<file path="config.mk">
export PLATFORM = sky130hd
export DESIGN_NAME = slice_scan_ctrl
export DESIGN_NICKNAME = d
export VERILOG_FILES = /design/src/rtl/slice_scan_pkg.sv /design/src/rtl/slice_scan_change_det.sv /design/src/rtl/slice_scan_ctrl.sv
export SDC_FILE = /design/constraint.sdc
export NUM_CORES = 1
export LEC_CHECK = 0
export CORE_ASPECT_RATIO = 1.75
export CORE_MARGIN = 1
export CORE_UTILIZATION = 50
export DETAILED_ROUTE_END_ITERATION = 7
export PLACE_DENSITY = 0.77
export RECOVER_POWER = 50
export SLEW_MARGIN = 30
export SYNTH_ARGS = -nofsm -noshare
export SYNTH_HDL_FRONTEND = slang
export SYNTH_SLANG_ARGS = --single-unit
export TNS_END_PERCENT = 1
</file>
<file path="constraint.sdc">
create_clock -name clk -period 1.8 [get_ports clk]
set_input_delay 0.36 -clock clk [delete_from_list [all_inputs] [get_ports clk]]
set_output_delay 0.36 -clock clk [all_outputs]
set_load 0.005 [all_outputs]
</file>
<file path="src/rtl/slice_scan_pkg.sv">
// Shared types, sizes and the zero-filled part-select helper for the slice scanner.
package slice_scan_pkg;

  localparam int DATA_W  = 15;
  localparam int IDX_W   = 4;
  localparam int SLICE_W = 2;
  localparam int RST_MAX = 3;

  // Restart counter only needs to reach RST_MAX.
  localparam int RCNT_W = $clog2(RST_MAX + 1);

  // Wide enough that any IDX_W+1-bit shift still leaves SLICE_W zero-filled bits.
  localparam int EXT_W = (1 << (IDX_W + 1)) + SLICE_W;

  typedef enum logic [1:0] {
    IDLE,
    SCAN,
    HOLD
  } state_t;

  // word[idx +: SLICE_W] with every bit at or above DATA_W reading as 0.
  function automatic logic [SLICE_W-1:0] slice_at(input logic [DATA_W-1:0] word,
                                                  input logic [IDX_W:0]    idx);
    logic [EXT_W-1:0] ext;
    ext = EXT_W'(word) >> idx;
    return ext[SLICE_W-1:0];
  endfunction

endpackage

</file>
<file path="src/rtl/slice_scan_change_det.sv">
// Holds the word snapshot, flags a live-word change and counts consecutive restarts.
module slice_scan_change_det
  import slice_scan_pkg::*;
(
  input  logic              clk,
  input  logic              rst,
  input  logic [DATA_W-1:0] data,
  input  logic              capture,   // new scan accepted: snapshot and clear count
  input  logic              restart,   // scan restarted: re-snapshot and count it
  output logic [DATA_W-1:0] snapshot,
  output logic              changed,
  output logic              at_max
);

  logic [DATA_W-1:0] snap_q;
  logic [RCNT_W-1:0] rcnt_q;

  assign snapshot = snap_q;
  assign changed  = (data != snap_q);
  assign at_max   = (rcnt_q == RCNT_W'(RST_MAX));

  // Snapshot and restart counter update on scan start or restart only.
  // NOTE: clocked state uses non-blocking assignments so every register samples
  // pre-edge values regardless of statement order.
  always_ff @(posedge clk or posedge rst) begin
    if (rst) begin
      snap_q <= '0;
      rcnt_q <= '0;
    end else if (capture) begin
      snap_q <= data;
      rcnt_q <= '0;
    end else if (restart) begin
      snap_q <= data;
      rcnt_q <= rcnt_q + RCNT_W'(1);
    end
  end

endmodule

</file>
<file path="src/rtl/slice_scan_ctrl.sv">
// Scan FSM: steps an index over the snapshot word and streams slices on valid/ready,
// restarting on a word change and aborting after too many consecutive restarts.
module slice_scan_ctrl
  import slice_scan_pkg::*;
(
  input  logic               clk,
  input  logic               rst,
  input  logic [DATA_W-1:0]  data,
  input  logic               start,
  input  logic [IDX_W-1:0]   base_idx,
  input  logic [IDX_W-1:0]   count,
  output logic               busy,
  output logic               out_valid,
  input  logic               out_ready,
  output logic [IDX_W-1:0]   out_idx,
  output logic [SLICE_W-1:0] out_slice,
  output logic               out_last,
  output logic               aborted
);

  state_t             state_q, state_d;
  logic [IDX_W:0]     idx_q, idx_d;      // one bit wider so the index never wraps
  logic [IDX_W:0]     base_q, base_d;
  logic [IDX_W-1:0]   cnt_q, cnt_d;
  logic [IDX_W-1:0]   rem_q, rem_d;
  logic               valid_q, valid_d;
  logic [SLICE_W-1:0] slice_q, slice_d;
  logic               abort_q, abort_d;

  logic               capture, restart;
  logic               changed, at_max;
  logic [DATA_W-1:0]  snapshot;
  logic [IDX_W-1:0]   count_eff;

  slice_scan_change_det u_change_det (
    .clk      (clk),
    .rst      (rst),
    .data     (data),
    .capture  (capture),
    .restart  (restart),
    .snapshot (snapshot),
    .changed  (changed),
    .at_max   (at_max)
  );

  assign count_eff = (count == '0) ? IDX_W'(1) : count;

  assign busy      = (state_q != IDLE);
  assign out_valid = valid_q;
  assign out_idx   = idx_q[IDX_W-1:0];
  assign out_slice = slice_q;
  assign out_last  = valid_q && (rem_q == IDX_W'(1));
  assign aborted   = abort_q;

  // State and output registers.
  always_ff @(posedge clk or posedge rst) begin
    if (rst) begin
      state_q <= IDLE;
      idx_q   <= '0;
      base_q  <= '0;
      cnt_q   <= '0;
      rem_q   <= '0;
      valid_q <= 1'b0;
      slice_q <= '0;
      abort_q <= 1'b0;
    end else begin
      state_q <= state_d;
      idx_q   <= idx_d;
      base_q  <= base_d;
      cnt_q   <= cnt_d;
      rem_q   <= rem_d;
      valid_q <= valid_d;
      slice_q <= slice_d;
      abort_q <= abort_d;
    end
  end

  // Next-state logic; a word change while busy overrides any handshake this cycle.
  // NOTE: every signal gets a default before the case so no path infers a latch.
  always_comb begin
    state_d = state_q;
    idx_d   = idx_q;
    base_d  = base_q;
    cnt_d   = cnt_q;
    rem_d   = rem_q;
    valid_d = valid_q;
    slice_d = slice_q;
    abort_d = 1'b0;
    capture = 1'b0;
    restart = 1'b0;

    case (state_q)
      IDLE: begin
        if (start) begin
          capture = 1'b1;
          base_d  = {1'b0, base_idx};
          idx_d   = {1'b0, base_idx};
          cnt_d   = count_eff;
          rem_d   = count_eff;
          state_d = SCAN;
        end
      end
      SCAN: begin
        slice_d = slice_at(snapshot, idx_q);
        valid_d = 1'b1;
        state_d = HOLD;
      end
      HOLD: begin
        if (valid_q && out_ready) begin
          valid_d = 1'b0;
          rem_d   = rem_q - IDX_W'(1);
          if (rem_q == IDX_W'(1)) begin
            state_d = IDLE;
          end else begin
            idx_d   = idx_q + (IDX_W + 1)'(1);
            state_d = SCAN;
          end
        end
      end
      default: state_d = IDLE;
    endcase

    if (busy && changed) begin
      valid_d = 1'b0;
      if (at_max) begin
        abort_d = 1'b1;
        state_d = IDLE;
      end else begin
        restart = 1'b1;
        idx_d   = base_q;
        rem_d   = cnt_q;
        state_d = SCAN;
      end
    end
  end

endmodule

</file>
# Yosys cells after proc, flatten, opt, wreduce, memory -nomap -nowiden
# Index checks and enable logic that the tools add are counted.
[word_totals]
word_cells = 63
register_bits = 40
in_bits = 27
out_inout_bits = 10
[op_classes]
n_eq_ne = 7
n_reduce_logical = 11
muxes = 31
shifts = 1
addsub = 3
[op_table]
columns = ["cell", "n"]
rows = [
  ["two-way mux 15 bit", 2],
  ["two-way mux 5 bit", 5],
  ["two-way mux 4 bit", 5],
  ["!= test 15 bit", 1],
  [">> shifter 15 x 5 -> 2 bit", 1],
  ["two-way mux 1 bit", 10],
  ["two-way mux 2 bit", 5],
  ["case mux 5 bit (2 select lines)", 1],
  ["case mux 4 bit (2 select lines)", 1],
  ["!= test 3 bit (second input constant)", 2],
  ["case mux 2 bit (3 select lines)", 1],
  ["AND reduction 2 bit", 3],
  ["adder 5 x 1 -> 5 bit (second input constant)", 1],
  ["== test 2 bit (second input constant)", 2],
  ["== test 4 x 1 -> 1 bit (second input constant)", 1],
  ["logical NOT 4 bit", 1],
  ["nonzero test 2 bit", 2],
  ["subtractor 4 x 1 -> 4 bit (second input constant)", 1],
  ["logical AND 1 bit", 3],
  ["nonzero test 3 bit", 1],
  ["adder 2 x 1 -> 2 bit (second input constant)", 1],
  ["== test 2 x 1 -> 1 bit (second input constant)", 1],
  ["logical NOT 2 bit", 1],
  ["case mux 1 bit (2 select lines)", 1],
]

# Depth between registers and ports, before layout
[depth]
word_depth = 6
depth_mapped = 7
ltp_nobuf = 7

# Cells and area by module
# From an unflattened synthesis, not the netlist that was laid out.
[hier_totals]
cells_unflattened = 247
hier_area_um2 = 2478.6
[by_module_without_submodules]
columns = ["module", "cells_each", "area_per_inst_um2", "instances"]
rows = [
  ["slice_scan_ctrl", 187, 1611.5, 1],
  ["slice_scan_change_det", 60, 867.1, 1],
]

# Worst setup path after synthesis
# No wires, ideal clock.
[synth_path]
kind = "flip-flop to flip-flop"
start = "reg u_change_det.snap_q[12] (netlist: u_change_det.snapshot[12])"
end = "reg idx_q[0]"
setup_ns = 0.125
n_path_buf = 1
setup_slack_ns = -0.026
stages_incl_launch_ff = 7
arrival_ns = 1.701
required_ns = 1.675
path_cell_list = "dfrtp_1 > xor2_1 > nor4_1 > nand4_1 > buf_6 > o21ai_4 > mux2_2"
[synth_between]
elab_chain_cells = 3
[synth_lines]
columns = ["element", "line", "text"]
rows = [
  ["start, declared", "slice_scan_change_det.sv:15", "logic [DATA_W-1:0] snap_q;"],
  ["start signal, assigned", "slice_scan_change_det.sv:30", "snap_q <= data;"],
  ["start signal, assigned", "slice_scan_change_det.sv:33", "snap_q <= data;"],
  ["!= test 15 bit", "slice_scan_change_det.sv:19", "assign changed = (data != snap_q);"],
  ["logical AND 1 bit", "slice_scan_ctrl.sv:123", "if (busy && changed) begin"],
  ["two-way mux 5 bit", "slice_scan_ctrl.sv:123", ""],
  ["named net idx_d[0]", "slice_scan_ctrl.sv:22", "logic [IDX_W:0] idx_q, idx_d;"],
  ["end signal, assigned", "slice_scan_ctrl.sv:68", "idx_q <= idx_d;"],
  ["end, declared", "slice_scan_ctrl.sv:22", ""],
]
# The timed path passes the listed nets, and every way through them passes these cells.
# A chain may end at the register's enable or synchronous reset.

# Worst setup path after layout
[layout_path]
start = "reg u_change_det.snap_q[12] (netlist: u_change_det.snapshot[12])"
end = "reg idx_q[1]"
# Same word-level chain as after synthesis.

==> summary.md <==
| Metric | Value |
|---|---|
| Vert. Die Dim | `97.8 um` |
| Synth Flop Type | `dfrtp_1` |
| Clock latency on the worst-skew pair | `0.30 ns` |
| Peak supply drop | `around 1200 uV` |
| CTS buffer count | `5` |
| Top-level I/O count | `37` |
| Mapped Nets | `approximately 330` |
| Post-route setup slack | `-0.0854 ns` |
| Port Buffer Count | `36` |
| Critical Path AT | `just over 2 ns` |
| Reg2reg end | `idx_q[1]` |
| Ys Warns | `0` |
| RePlAce Congestion | `between 0.8 and 0.9` |
| H-tree Lvls | `2` |
| Setup CP Type | `register to register` |
| Wire per inst | `around 19 um` |
| Placed insts | `around 420` |
| Fraction of registers with async set/reset | `1.00` |
| NumNets Final | `411` |
| Rows | `34` |
| Clk buf depth | `2` |
| Reg-to-reg critical path startpoint | `u_change_det.snapshot[12]` |
| DRT iter0 DRCs | `roughly 140` |
| Synth Area in Adders | `0.0191` |
| Crit Path Max Fanout | `8` |
| Hold WC Path Type | `input pin to register` |
| Area Growth Syn to Fin | `40.0%` |
| Sequential fraction of the synthesis area | `0.382` |
| EDFF count, synth | `0` |
| Number of global-route vias before repair | `between 2000 and 3000` |
| # setup viols final | `18` |
| First-pass GRT wire length | `around 14000 um` |
| Die ar. | `5550 um2` |
| RSZ-0062 raised after global routing | `true` |
| Crit-path slowest cell | `dfrtp_1` |
| Die Width | `between 50 and 60 um` |
| # diodes | `0` |
| Status | `complete, but fails checks` |
| Avg Synthesized Cell Area | `about 8.9 um2` |
| R2R depth | `7` |
| # Max-Cap Violations | `0` |
| Compound-Gate Fraction of Synth Area | `0.169` |
| Maximum number of pins on one net before global-route repair | `41` |
| Synth Instances | `295` |
| Initial antenna violation count | `0` |
| Routed Antenna Nets | `0` |
| Minimum clock period | `1.89 ns` |
| Final core utilization | `0.731` |
| Register-to-register path setup slack | `-0.09 ns` |
| Total power | `slightly above 6000 uW` |
| Startpoint of the worst hold path | `data[11]` |
| Final hold violation count | `0` |
| Worst slew margin | `0.307` |
| Library cells used by synthesis | `between 40 and 50` |
| Hold endpoint | `u_change_det.snapshot[11]` |
| Slew Viols, Final | `0` |
| Share of post-route cells with drive strength above 1 | `0.268` |
| Failing checks | `DRC, setup timing` |
| Clock Tree Root | `clkbuf_8` |
| Clock Sinks | `40` |
| Crit path largest cell delay | `between 0.3 and 0.4 ns` |
| Hold-fix buffer count after cts | `0` |
| Crit path launch type | `register` |
| Core ar. | `~5000 um2` |
| DRT Pass-1 Iters | `6` |
| Total power per unit cell area | `about 1700 nW/um2` |
| XOR/XNOR share of the synthesized area | `0.0501` |
| CTS tree | `done` |
| Non-Filler Instances | `434` |
| Period utilisation layout | `1.05` |
| Leak | `roughly 0.0017 uW` |
| Post-synthesis mux area share | `0.102` |
| Pre-CTS WS | `-0.634 ns` |
| Flops & latches, synth | `40` |
| F_max | `approximately 530 MHz` |
| Vias per Instance | `approximately 6.2` |
| Endpoint type of the worst setup path | `register` |
| Worst Hold Path Cells | `3` |
| DR vias | `2684` |
| Mapped Area | `2620 um2` |
| Crit-path cells | `xor2_1 -> nor4_1 -> nand4_1 -> buf_4 -> o21ai_4 -> buf_12 -> mux2_4` |
| Detail Placement HPWL | `around 5600 um` |
| Worst Setup SP | `u_change_det.snapshot[12]` |
| Total gr overflow | `0` |
| Routed wire length | `8040 um` |
| Largest family of logic cells by synthesized area | `simple AND/OR/NAND/NOR gates` |
| Starting density of the core | `0.522` |
| Worst Tran Pin Value | `roughly 1.0 ns` |
| GRT Total Usage | `0.316` |
| Simple-Gate Fraction of Synth Area | `0.219` |
| CP Data Required Time | `between 1.5 and 2 ns` |
| Setup Skew | `~0.0032 ns` |
| Residual DRC | `7` |
| Clock-pin slew on the worst setup and hold paths | `~0.080 ns` |
==> synthesized netlist by cell type (3+ instances only) <==
| master | n | area [um2] |
|---|---|---|
| o211ai_1 | 20 | 150 |
| nand3_1 | 9 | 45.0 |
| o22ai_1 | 3 | 18.8 |
| a21oi_1 | 3 | 15.0 |
| buf_4 | 4 | 30.0 |
| nand2_1 | 68 | 255 |
| ha_1 | 4 | 50.1 |
| xnor2_1 | 3 | 26.3 |
| mux2i_1 | 5 | 50.1 |
| nor4_1 | 4 | 25.0 |
| dfrtp_1 | 40 | 1000 |
| mux4_2 | 5 | 113 |
| xor2_1 | 12 | 105 |
| inv_1 | 9 | 33.8 |
| o21ai_0 | 22 | 110 |
| nor2_1 | 11 | 41.3 |
| nor3b_1 | 16 | 120 |
| buf_2 | 7 | 35.0 |
| mux2_2 | 7 | 78.8 |
| clkbuf_1 | 12 | 45.0 |
==> logic make-up (layout without fill, tap and decap cells) <==
group                      count (synthesis)  after routing
and+or+nand+nor                          121            121
xor gates and xnor gates                  15             15
DFF                                       40             40
AOI/OAI and AO/OA                         64             64
muxes                                     18             18
adders and majority gates                  4              4
buffers and inverters                     33            118
==> flip-flops by register name, indices dropped and copies added, names as in the netlist, 2 cells and up <==
name and flops:
u_change_det.snapshot 15, idx_q 5, base_q 4, cnt_q 4, rem_q 4, out_slice 2
state_q 2, u_change_det.rcnt_q 2
==> how the worst max path moves through the flow <==
stage                     endpoint  slack (ns)
final                     idx_q[1]       -0.09
after global routing      idx_q[1]       -0.17
after CTS                 idx_q[1]       -0.08
after detailed placement  idx_q[1]       -0.63
after global placement    idx_q[1]       -0.58
after floorplan           idx_q[0]       -0.03
==> power by group <==
group | switching (uW) | internal (uW) | total [uW]
clock network | 327 | 546 | 873
registers | 389 | 1330 | 1720
logic | 1650 | 1870 | 3520
total | 2360 | 3740 | 6110
==> placed cells by master, fill, tap and decap left out, types with 5 or more instances in the layout <==
cell,count
clkdlybuf4s50_1,21
mux2i_1,5
nand2_1,67
clkbuf_8,5
mux4_2,5
xor2_1,10
dfrtp_1,38
o211ai_1,20
o21ai_1,5
nor2_1,11
dlygate4sd2_1,12
buf_4,61
nand3_1,9
mux2_4,7
o21ai_0,17
inv_1,8
nor3b_1,15
==> cell type report <==
class	instances	area (um2)
clock inverter	2	60.1
multi-input combinational	222	1570
fill	369	1350
clock buffer	5	68.8
timing repair buffer	102	865
inverter	9	33.8
sequential	40	1000
tap	54	67.6
==> routing by layer <==
metal  up-vias  global-route usage  wire length, um
li1       1211                   -                -
met1      1311               0.330             2740
met2       125               0.575             4480
met3        37              0.0464              386
met4         0               0.203              438
met5         -                   0                0
==> worst max-delay path: cells and delay by family, from the launching register on <==
family | cells | cell delay, ns
AOI/OAI and AO/OA | 1 | 0.16
xor gates and xnor gates | 1 | 0.16
buffers and inverters | 2 | 0.33
DFF | 1 | 0.39
muxes | 1 | 0.30
and+or+nand+nor | 2 | 0.42
==> repair_timing <==
item	4_1_cts	5_1_grt
endpoints found under the setup margin	36	32
hold endpoints to repair	0	0
pin swaps	24	7
gates resized for setup	41	7
setup buffers	4	1
cloned	0	0
==> metrics by stage <==
step,setup TNS [ns],cell area (um2),hold WS [ns]
6_report,-0.607,3670,0.482
5_1_grt,-2.85,3670,0.503
4_1_cts,-0.538,3660,0.432
3_5_place_dp,-15.53,3410,0.469
3_3_place_gp,-14.17,3410,0.459
2_1_floorplan,-0.155,2620,0.442
No activity file was read; power rests on OpenSTA's default activity.
